`src/rtl/block_checksum_stage.sv`:
```
// Block checksum stage: collects BLOCK_LEN 32-bit words from the upstream
// b_out stream and emits one record per block carrying the wrapping sum
// (x) and the XOR (y) of those words. Reading and writing alternate, so
// the input and output handshakes are never active in the same cycle.

package testfunction2_types;

  // One checksum record; x holds the 32-bit wrapping sum read as signed,
  // y holds the XOR of all words in the block.
  typedef struct packed {
    logic signed [31:0] x;
    logic        [31:0] y;
  } record_t;

endpackage

module block_checksum_stage
  import testfunction2_types::*;
#(
  parameter int unsigned BLOCK_LEN = 4
) (
  input  logic        clk,
  input  logic        rst,
  input  logic [31:0] b_in,
  input  logic        b_in_sync,
  output logic        b_in_notify,
  output record_t     c_out,
  input  logic        c_out_sync,
  output logic        c_out_notify,
  output logic [15:0] block_cnt
);

  // Index of the word that closes a block. The word index is 8 bits wide
  // because BLOCK_LEN never exceeds 255.
  localparam logic [7:0] LAST_IDX = 8'(BLOCK_LEN - 1);

  typedef enum logic {
    ST_READ  = 1'b0,
    ST_WRITE = 1'b1
  } state_t;

  state_t      state_q,      state_d;
  logic [31:0] sumAcc_q,     sumAcc_d;
  logic [31:0] xorAcc_q,     xorAcc_d;
  logic [7:0]  wordIdx_q,    wordIdx_d;
  record_t     record_q,     record_d;
  logic [15:0] blockCnt_q,   blockCnt_d;
  logic        bInNotify_q,  bInNotify_d;
  logic        cOutNotify_q, cOutNotify_d;

  logic [31:0] sumNext;
  logic [31:0] xorNext;
  logic        inXfer;
  logic        outXfer;

  // Both handshakes only count when this stage is actually offering; a
  // sync pulse from either neighbour while notify is low has no effect.
  always_comb begin
    inXfer  = bInNotify_q && b_in_sync;
    outXfer = cOutNotify_q && c_out_sync;
    sumNext = sumAcc_q + b_in;
    xorNext = xorAcc_q ^ b_in;
  end

  // Next-state logic: accumulate words while reading, and once the last
  // word of the block arrives, latch the record and switch to offering it.
  // While writing, everything holds until downstream accepts the record.
  always_comb begin
    state_d      = state_q;
    sumAcc_d     = sumAcc_q;
    xorAcc_d     = xorAcc_q;
    wordIdx_d    = wordIdx_q;
    record_d     = record_q;
    blockCnt_d   = blockCnt_q;
    bInNotify_d  = bInNotify_q;
    cOutNotify_d = cOutNotify_q;

    unique case (state_q)
      ST_READ: begin
        if (inXfer) begin
          if (wordIdx_q == LAST_IDX) begin
            record_d.x   = signed'(sumNext);
            record_d.y   = xorNext;
            sumAcc_d     = '0;
            xorAcc_d     = '0;
            wordIdx_d    = '0;
            state_d      = ST_WRITE;
            bInNotify_d  = 1'b0;
            cOutNotify_d = 1'b1;
          end else begin
            sumAcc_d  = sumNext;
            xorAcc_d  = xorNext;
            wordIdx_d = wordIdx_q + 8'd1;
          end
        end
      end

      ST_WRITE: begin
        if (outXfer) begin
          blockCnt_d   = blockCnt_q + 16'd1;
          state_d      = ST_READ;
          bInNotify_d  = 1'b1;
          cOutNotify_d = 1'b0;
        end
      end

      default: begin
        state_d      = ST_READ;
        bInNotify_d  = 1'b1;
        cOutNotify_d = 1'b0;
      end
    endcase
  end

  // State register; reset throws away any partial block and any record
  // that was still waiting for downstream.
  always_ff @(posedge clk or posedge rst) begin
    if (rst) begin
      state_q      <= ST_READ;
      sumAcc_q     <= '0;
      xorAcc_q     <= '0;
      wordIdx_q    <= '0;
      record_q     <= '0;
      blockCnt_q   <= '0;
      bInNotify_q  <= 1'b1;
      cOutNotify_q <= 1'b0;
    end else begin
      state_q      <= state_d;
      sumAcc_q     <= sumAcc_d;
      xorAcc_q     <= xorAcc_d;
      wordIdx_q    <= wordIdx_d;
      record_q     <= record_d;
      blockCnt_q   <= blockCnt_d;
      bInNotify_q  <= bInNotify_d;
      cOutNotify_q <= cOutNotify_d;
    end
  end

  // Every output comes straight from a register.
  always_comb begin
    b_in_notify  = bInNotify_q;
    c_out_notify = cOutNotify_q;
    c_out        = record_q;
    block_cnt    = blockCnt_q;
  end

endmodule

```
`config.mk`:
```
export PLATFORM = sky130hd
export DESIGN_NAME = block_checksum_stage
export DESIGN_NICKNAME = d
export VERILOG_FILES = /design/src/rtl/block_checksum_stage.sv
export SDC_FILE = /design/constraint.sdc
export NUM_CORES = 1
export LEC_CHECK = 0
export CAP_MARGIN = 5
export CORE_ASPECT_RATIO = 0.8
export CORE_UTILIZATION = 35
export DETAILED_ROUTE_END_ITERATION = 10
export HOLD_SLACK_MARGIN = 0.06
export PLACE_DENSITY = 0.7
export SYNTH_ARGS = -nofsm -noshare
export SYNTH_HDL_FRONTEND = slang
export SYNTH_SLANG_ARGS = --single-unit
```
`constraint.sdc`:
```
create_clock -name clk -period 5.4 [get_ports clk]
set_input_delay 1.08 -clock clk [delete_from_list [all_inputs] [get_ports clk]]
set_output_delay 1.08 -clock clk [all_outputs]
set_load 0.01 [all_outputs]
```
==> flow_metrics.py, run 1 <==
metrics = {
    "run_status": {
        "status": "completed",
    },
    "synthesis": {
        "syn_inst": 803,
        "syn_area_per_cell_um2": 9.710,
        "yosys_register_bits": 155,
        "syn-num-nets": 873,
        "yosysMostFrequentCell": "nand2_1",
        "synth_top_area_share_pct": 49.42,
        "synthTopCellsByCount": "nand2_1, dfrtp_1, o21ai_0, xnor2_1, clkbuf_1",
        "synthArstFlopShare_pct": 100.0,
        "ys_warn_count": 0,
        "yosysSeqAreaShare_pct": 49.76,
        "synth_top_cell_by_area": "dfrtp_1",
        "syn_area_mm2": 0.007797,
        "synth_edf_count": 0,
        "synth.area.top_cells": "dfrtp_1, o21ai_0, nand2_1",
        "ys.flop_type": "dfrtp_1",
        "ys_types": 55,
    },
    "detailed_routing": {
        "ant_nets": 0,
        "num_vias": 6075,
        "first_pass_iters": 7,
        "wl_per_cell_um": 15.35,
        "drc": 0,
        "vias_per_cell": 4.975,
        "wl_um": 18750,
        "drt-initial-drc-count": 342,
    },
    "setup_path": {
        "path_common_cell": "o21ai_0",
        "arrival_ps": 4150,
        "cp_max_fo": 4,
        "cp_num_cells": 12,
        "cp_slowest_cell": "clkdlybuf4s50_1",
        "cpLargestDelayFamily": "compound AO/OA/AOI/OAI gates",
        "rrSetupSlack_ps": 2330,
        "timing.rr.start": "sumAcc_q[0]$_DFFE_PP0P_",
        "start_kind": "primary input",
        "r2r-end": "sumAcc_q[22]$_DFFE_PP0P_",
        "required_ps": 5670,
        "crit_type": "in -> reg",
        "path_buf_inv": 1,
        "r2r_cells": 11,
        "critPathMaxStageDelay_ps": 480,
        "end_kind": "flip-flop",
        "path_cells": "clkdlybuf4s50_1 -> ha_1 -> fa_1 -> a21o_1 -> nand4_1 -> nand2_1 -> a211oi_1 -> o31ai_1 -> a21oi_1 -> o21ai_0 -> xnor2_1 -> o21ai_0",
    },
    "final_layout": {
        "seqCellArea_mm2": 0.003880,
        "multiInputGateArea_mm2": 0.003770,
        "nFillCells": 2038,
        "fin_nets": 978,
        "stdcell_area_mm2": 0.009882,
        "insertedDiodeCount": 0,
        "drive_above_1_share_pct": 6.623,
        "final_core_util_pct": 45.58,
        "syn2layout_area_growth_pct": 26.73,
    },
    "clock_tree": {
        "cts_buffer_depth": 2,
        "cts.reportedPaths.clkPinSlew_ps": 70,
        "postCtsSetupRepairBufs": 0,
        "cts.htree.levels": 4,
        "holdBufCountCts": 0,
        "cts_tree": "yes",
        "cts_root_buffer": "clkbuf_16",
        "clkSinkCount": 155,
        "cts_resized": 0,
        "clock_latency_ps": 420,
        "cts_buffers": 17,
    },
    "pwr": {
        "p_leak_nw": 4.358,
        "ir_drop_mv": 0.1697,
        "power_mw": 2.516,
        "p_per_area_mw_per_mm2": 254.6,
    },
    "timing": {
        "relSlewSlack_pct": 25.09,
        "rsz0062_at_grt": "no",
        "fin_ws_ps": 1522,
        "setup_tns_ps": 0,
        "finalCritPeriodShare_pct": 71.81,
        "drv_slew": 0,
        "hold_viol": 0,
        "timing.fmax_ghz": 0.2579,
        "fin_crit_ps": 3878,
        "setup_viol": 0,
        "worst_slew_pin_slew_ps": 1121,
        "fin_skew_ps": 9.105,
    },
    "hold_path": {
        "hp-start": "wordIdx_q[7]$_DFFE_PP0P_",
        "min_path_cells": 1,
        "worstHoldPathType": "reg -> reg",
        "holdPathEnd": "wordIdx_q[7]$_DFFE_PP0P_",
    },
    "grt": {
        "grt_use_total_pct": 17.30,
        "grt_pass1_wl_um": 31080,
        "overflow": 0,
        "grt_max_degree": 114,
        "antenna_found_initial": 0,
        "grt_pass1_vias": 5924,
    },
    "die": {
        "dieArea_mm2": 0.02288,
        "die_x_um": 168.9,
        "initial_core_util_pct": 35.96,
        "coreArea_mm2": 0.02168,
        "die_h_um": 135.5,
        "pin_count": 118,
        "rows": 48,
    },
    "place": {
        "hpwl_um": 12630,
        "port-buffer-count": 117,
        "placed_area_mm2": 0.009281,
        "pre_cts_slack_ps": 1137,
        "gp_congestion": 0.8812,
    },
    "flow_run": {
        "maxCapViolCount": 0,
    },
}
worst max-delay path by stage:
stage               startpoint                        to  slack [ps]
finish                 b_in[0]  sumAcc_q[22]$_DFFE_PP0P_        1520
global route           b_in[0]  sumAcc_q[24]$_DFFE_PP0P_        1290
CTS                    b_in[0]  sumAcc_q[22]$_DFFE_PP0P_        1580
detailed placement     b_in[0]  sumAcc_q[22]$_DFFE_PP0P_        1140
global placement       b_in[0]  sumAcc_q[22]$_DFFE_PP0P_        1230
floorplan                  rst  block_cnt[0]$_DFFE_PP0P_         140
where the power goes:
part	internal, mW	leakage [nW]	switching, mW
combinational	0.0487	1.91	0.0764
clock	0.705	0.295	0.525
sequential	1.16	2.16	0
total	1.91	4.36	0.601
cell type report:
cell class                 count  area share (%)
multi-input combinational    604           38.15
sequential                   155           39.26
inverter                       8          0.3545
clock inverter                14           1.633
clock buffer                  18           4.444
timing repair buffer         122           12.36
tap                          300           3.798
registers in the layout, indices dropped and copies added, names as in the netlist:
signal	count
b_in_notify	1
block_cnt	16
wordIdx_q	8
c_out	64
c_out_notify	1
state_q	1
xorAcc_q	32
sumAcc_q	32
cell usage in the layout (no fill, tap or decap), types with 3 or more instances in the layout:
| cell type | Yosys | layout |
|---|---|---|
| o31ai_1 | 7 | 7 |
| buf_4 | 0 | 4 |
| nand2_1 | 176 | 175 |
| nor3_1 | 4 | 4 |
| a211oi_1 | 5 | 5 |
| o21bai_1 | 6 | 6 |
| o21ai_0 | 139 | 139 |
| ha_1 | 33 | 33 |
| mux2_2 | 12 | 12 |
| o21a_1 | 3 | 3 |
| nor2b_1 | 3 | 3 |
| inv_6 | 0 | 4 |
| and3_1 | 4 | 4 |
| nand4_1 | 8 | 8 |
| nor2_1 | 20 | 18 |
| xor2_1 | 17 | 17 |
| xnor2_1 | 64 | 64 |
| clkdlybuf4s50_1 | 0 | 117 |
| dfrtp_1 | 154 | 154 |
| a21o_1 | 15 | 15 |
| nand3_1 | 12 | 12 |
| clkinv_4 | 0 | 4 |
| a31oi_1 | 5 | 5 |
| a22o_1 | 10 | 10 |
| a21oi_1 | 25 | 25 |
| o211ai_1 | 4 | 4 |
| clkbuf_16 | 0 | 17 |
| inv_1 | 8 | 7 |
metal layers:
metal / up-vias / wire length (um) / part of all wire, % / track usage, %
met5: - / 0 / 0 / 0
met4: 0 / 208 / 1.1 / 5.000
met3: 14 / 1036 / 5.5 / 4.207
met2: 142 / 7953 / 42 / 25.80
met1: 2915 / 9548 / 51 / 24.79
li1: 3004 / - / - / -
kinds of logic after synthesis:
group,after synthesis,share of synthesized area [%]
xor+xnor,82,9.387
simple gates,238,12.89
fa+ha+maj,34,5.552
mux,14,2.006
compound gates,236,18.29
buf+inv,44,2.118
flops,155,49.76
worst reg2reg max path: cells and delay by family, from the launching register on:
kind	cells	cell delay, ps
AO/OA/AOI/OAI	6	1430
XOR/XNOR	1	200
adder cells (fa/ha/maj)	2	630
flip-flops	1	390
AND/OR/NAND/NOR	2	270
metrics by stage:
step | hold slack (ps) | instances
after floorplan | 437.9 | 803
after global placement | 456.9 | 1189
after detailed placement | 458.3 | 1189
after CTS | 474.5 | 1221
after global routing | 496.0 | 1221
final | 466.4 | 1221
Note: power is estimated with default switching activity, not from simulation.
==> run 2, diff against run 1 <==
PLACE_DENSITY = 0.68   (was 0.7)
clock period = 3.74 ns   (was 5.4 ns; I/O delays follow)
==> flow_metrics.py, run 2 (synthesized netlist as in run 1, its figures left out) <==
metrics = {
    "run_status": {
        "status": "completed",
    },
    "timing": {
        "drv_slew": 0,
        "setup_tns_ps": 0,
        "worst_slew_pin_slew_ps": 869.2,
        "finalCritPeriodShare_pct": 87.81,
        "timing.fmax_ghz": 0.3045,
        "hold_viol": 0,
        "setup_viol": 0,
        "fin_skew_ps": 13.94,
        "rsz0062_at_grt": "no",
        "relSlewSlack_pct": 41.93,
        "fin_crit_ps": 3284,
    },
    "hold_path": {
        "hp-start": "block_cnt[15]$_DFFE_PP0P_",
        "worstHoldPathType": "reg -> reg",
    },
    "grt": {
        "antenna_found_initial": 0,
        "overflow": 0,
        "grt_max_degree": 84,
        "grt_pass1_wl_um": 31890,
        "grt_use_total_pct": 17.77,
        "grt_pass1_vias": 6108,
    },
    "setup_path": {
        "end_kind": "flip-flop",
        "cp_max_fo": 3,
        "path_buf_inv": 1,
        "arrival_ps": 3560,
        "timing.rr.start": "wordIdx_q[0]$_DFFE_PP0P_",
        "required_ps": 4010,
        "path_cells": "clkdlybuf4s50_1 -> ha_1 -> fa_1 -> a21o_1 -> nand4_1 -> nand2_1 -> a211oi_1 -> o31ai_1 -> a21oi_1 -> o21ai_0 -> xnor2_1 -> o21ai_0",
        "rrSetupSlack_ps": 840,
        "cp-startpoint": "b_in[0]",
        "cp_slowest_cell": "clkdlybuf4s50_1",
        "crit_type": "in -> reg",
        "cpLargestDelayFamily": "compound AO/OA/AOI/OAI gates",
        "start_kind": "primary input",
        "critPathMaxStageDelay_ps": 440,
        "path_common_cell": "o21ai_0",
    },
    "final_layout": {
        "syn2layout_area_growth_pct": 28.35,
        "final_common_cell": "nand2_1",
        "fin_nets": 995,
        "final_cell_mix": "nand2_1, dfrtp_1, o21ai_0",
        "drive_above_1_share_pct": 8.316,
        "insertedDiodeCount": 0,
        "stdcell_area_mm2": 0.01001,
        "nFillCells": 2049,
        "largest_reg_flops": 64,
    },
    "pwr": {
        "intPower_mw": 2.704,
        "power_frac_seq_pct": 47.0,
        "clkPwrFrac_pct": 47.6,
        "ir_drop_mv": 0.2246,
        "combPwrFrac_pct": 5.4,
        "swShare_pct": 24.17,
        "switchingPower_mw": 0.8621,
        "p_leak_nw": 4.421,
        "p_per_area_mw_per_mm2": 356.3,
    },
    "die": {
        "dieArea_mm2": 0.02288,
        "die_x_um": 168.9,
        "coreArea_mm2": 0.02168,
        "initial_core_util_pct": 35.96,
        "pin_count": 118,
        "die_h_um": 135.5,
        "rows": 48,
    },
    "clock_tree": {
        "cts_tree": "yes",
        "clkSinkCount": 155,
        "holdBufCountCts": 0,
        "cts_buffer_depth": 2,
        "cts.reportedPaths.clkPinSlew_ps": 60,
        "cts_buffers": 17,
        "cts_resized": 0,
        "cts.htree.levels": 4,
        "postCtsSetupRepairBufs": 0,
        "cts_root_buffer": "clkbuf_16",
        "clock_latency_ps": 430,
    },
    "detailed_routing": {
        "drt-initial-drc-count": 354,
        "ant_nets": 0,
        "first_pass_iters": 7,
        "vias_per_cell": 4.952,
        "num_vias": 6130,
        "wl_um": 19120,
        "wl_per_cell_um": 15.44,
        "drc": 0,
    },
    "place": {
        "port-buffer-count": 117,
        "hpwl_um": 13290,
        "placed_area_mm2": 0.009433,
        "gp_congestion": 0.8351,
    },
    "flow_run": {
        "maxCapViolCount": 0,
    },
}
## run 2: metrics by stage
stage          power [mW]  util [%]  hold WS (ps)  worst slack, ps  cells
6_report            3.566     46.16         472.9            455.8   1238
5_1_grt             3.710     46.16         497.8            270.3   1238
4_1_cts             3.605     46.16         475.8            477.6   1238
3_5_place_dp        1.902     43.51         461.7            36.63   1206
3_3_place_gp        1.900     43.51         460.5            111.8   1206
2_1_floorplan       1.803         -         437.9            739.0    803
## run 2: cell type report
cell class	instances	area, um2	area share, %
Clock inverter	14	136.4	1.363
Sequential cell	155	3880	38.77
Inverter	8	33.78	0.3375
Tap cell	300	375.4	3.750
Multi-Input combinational cell	604	3770	37.67
Timing Repair Buffer	139	1374	13.73
Clock buffer	18	439.2	4.388
## run 2: path summary, 6_finish.rpt
path                                        endpoint  cells past startpoint
setup / recovery            sumAcc_q[22]$_DFFE_PP0P_                     12
hold / removal             block_cnt[15]$_DFFE_PP0P_                      1
setup reg to reg             sumAcc_q[8]$_DFFE_PP0P_                      6
hold reg to reg            block_cnt[15]$_DFFE_PP0P_                      1
max in group asynchronous    b_in_notify$_DFFE_PP1P_                      3
min in group asynchronous      c_out[22]$_DFFE_PP0P_                      2
## run 2: routing by layer
metal	GRT usage (%)	wire length [um]	up-vias
met3	4.411	914	18
met5	0	0	-
met1	25.51	9803	2941
met2	26.88	8203	125
li1	-	-	3046
met4	4.091	197	0
## run 2: power by group through the flow
stage	Sequential, mW	Clock [mW]	Combinational [mW]
2_1_floorplan	1.71	0	0.0947
3_3_place_gp	1.71	0	0.192
3_5_place_dp	1.71	0	0.194
4_1_cts	1.68	1.73	0.196
5_1_grt	1.67	1.82	0.214
6_report	1.68	1.70	0.192
==> run 3, diff against run 2 <==
DONT_BUFFER_PORTS = 1   (was not set)
PLACE_DENSITY = 0.61   (was 0.68)
SKIP_LAST_GASP = 1   (was not set)
==> flow_metrics.py, run 3 (synthesized netlist as in run 1, its figures left out) <==
metrics = {
    "run_status": {
        "status": "completed",
    },
    "final_layout": {
        "drive_above_1_share_pct": 7.931,
        "final_common_cell": "nand2_1",
        "final_core_util_pct": 40.35,
        "multiInputGateArea_mm2": 0.003775,
        "nFillCells": 2093,
        "final_cell_count_no_fill": 1107,
        "final_cell_mix": "nand2_1, dfrtp_1, o21ai_0",
        "fin_nets": 864,
        "syn2layout_area_growth_pct": 12.18,
        "insertedDiodeCount": 0,
        "stdcell_area_mm2": 0.008747,
        "largest_reg_flops": 64,
        "seqCellArea_mm2": 0.003880,
    },
    "timing": {
        "relSlewSlack_pct": 39.57,
        "rsz0062_at_grt": "no",
        "hold_viol": 0,
        "fin_skew_ps": 9.720,
        "setup_tns_ps": 0,
        "holdWs_ps": 260.8,
        "timing.fmax_ghz": 0.3303,
        "fin_ws_ps": 712.6,
        "worst_slew_pin_slew_ps": 905.6,
        "fin_crit_ps": 3027,
        "drv_slew": 0,
        "finalCritPeriodShare_pct": 80.95,
        "setup_viol": 0,
    },
    "clock_tree": {
        "clkSinkCount": 155,
        "cts.htree.levels": 4,
        "clock_latency_ps": 420,
        "cts_buffer_depth": 2,
        "cts_buffers": 17,
        "cts.reportedPaths.clkPinSlew_ps": 70,
        "cts_resized": 0,
        "cts_root_buffer": "clkbuf_16",
        "holdBufCountCts": 0,
        "cts_tree": "yes",
        "postCtsSetupRepairBufs": 0,
    },
    "die": {
        "die_x_um": 168.9,
        "coreArea_mm2": 0.02168,
        "die_h_um": 135.5,
        "rows": 48,
        "initial_core_util_pct": 35.96,
        "dieArea_mm2": 0.02288,
        "pin_count": 118,
    },
    "grt": {
        "grt_pass1_wl_um": 29890,
        "antenna_found_initial": 0,
        "grt_pass1_vias": 5354,
        "grt_max_degree": 99,
        "overflow": 0,
        "grt_use_total_pct": 16.76,
    },
    "detailed_routing": {
        "num_vias": 5580,
        "ant_nets": 0,
        "drc": 0,
        "wl_um": 18090,
        "first_pass_iters": 5,
        "vias_per_cell": 5.041,
        "wl_per_cell_um": 16.34,
        "drt-initial-drc-count": 265,
    },
    "setup_path": {
        "arrival_ps": 3300,
        "crit_type": "reg -> reg",
        "start_kind": "flip-flop",
        "required_ps": 4010,
        "cp_max_fo": 4,
        "end_kind": "flip-flop",
        "rrSetupSlack_ps": 710,
    },
    "pwr": {
        "ir_drop_mv": 0.2833,
        "power_mw": 3.573,
        "p_leak_nw": 3.956,
        "p_per_area_mw_per_mm2": 408.4,
    },
    "place": {
        "placed_area_mm2": 0.008149,
        "port-buffer-count": 0,
        "gp_congestion": 0.8193,
        "dp.cells": 1075,
        "hpwl_um": 12570,
        "pre_cts_slack_ps": 383.3,
    },
    "flow_run": {
        "maxCapViolCount": 0,
    },
    "hold_path": {
        "worstHoldPathType": "in -> async",
    },
}
-- run 3: worst paths after layout --
path / start / endpoint / cells after the start
min in group clk: b_in[23] / xorAcc_q[23]$_DFFE_PP0P_ / 2
max: sumAcc_q[0]$_DFFE_PP0P_ / sumAcc_q[22]$_DFFE_PP0P_ / 11
min: rst / c_out[23]$_DFFE_PP0P_ / 1
max in group asynchronous: rst / sumAcc_q[26]$_DFFE_PP0P_ / 2
min reg2reg: wordIdx_q[7]$_DFFE_PP0P_ / wordIdx_q[7]$_DFFE_PP0P_ / 1
max reg2reg: sumAcc_q[0]$_DFFE_PP0P_ / sumAcc_q[22]$_DFFE_PP0P_ / 11
-- run 3: layout make-up --
type / count / share of cell area, %
timing repair buffer: 8 / 0.9727
clock buffer: 18 / 5.021
clock inverter: 14 / 1.817
multi-input combinational: 604 / 43.16
inverter: 8 / 0.3862
sequential: 155 / 44.36
tap: 300 / 4.291
-- run 3: per-layer routing --
metal / global-route usage (%) / vias to the layer above / wire [um]
li1: - / 2781 / -
met1: 24.73 / 2668 / 9357
met2: 22.91 / 120 / 7323
met3: 5.843 / 11 / 1255
met4: 4.343 / 0 / 155
met5: 0 / - / 0
-- run 3: critical path: stages, from the launching register on --
cell,delay (ps)
dfrtp_1,390
ha_1,210
fa_1,410
a21o_1,210
nand4_1,120
nand2_1,130
a211oi_1,450
o31ai_1,190
a21oi_1,300
o21ai_0,180
xnor2_1,190
o21ai_0,100
-- run 3: where the power goes --
part           switching [mW]  total (mW)  internal [mW]
Combinational          0.0802       0.121         0.0408
Sequential                  0        1.68           1.68
Clock                   0.758        1.78           1.02
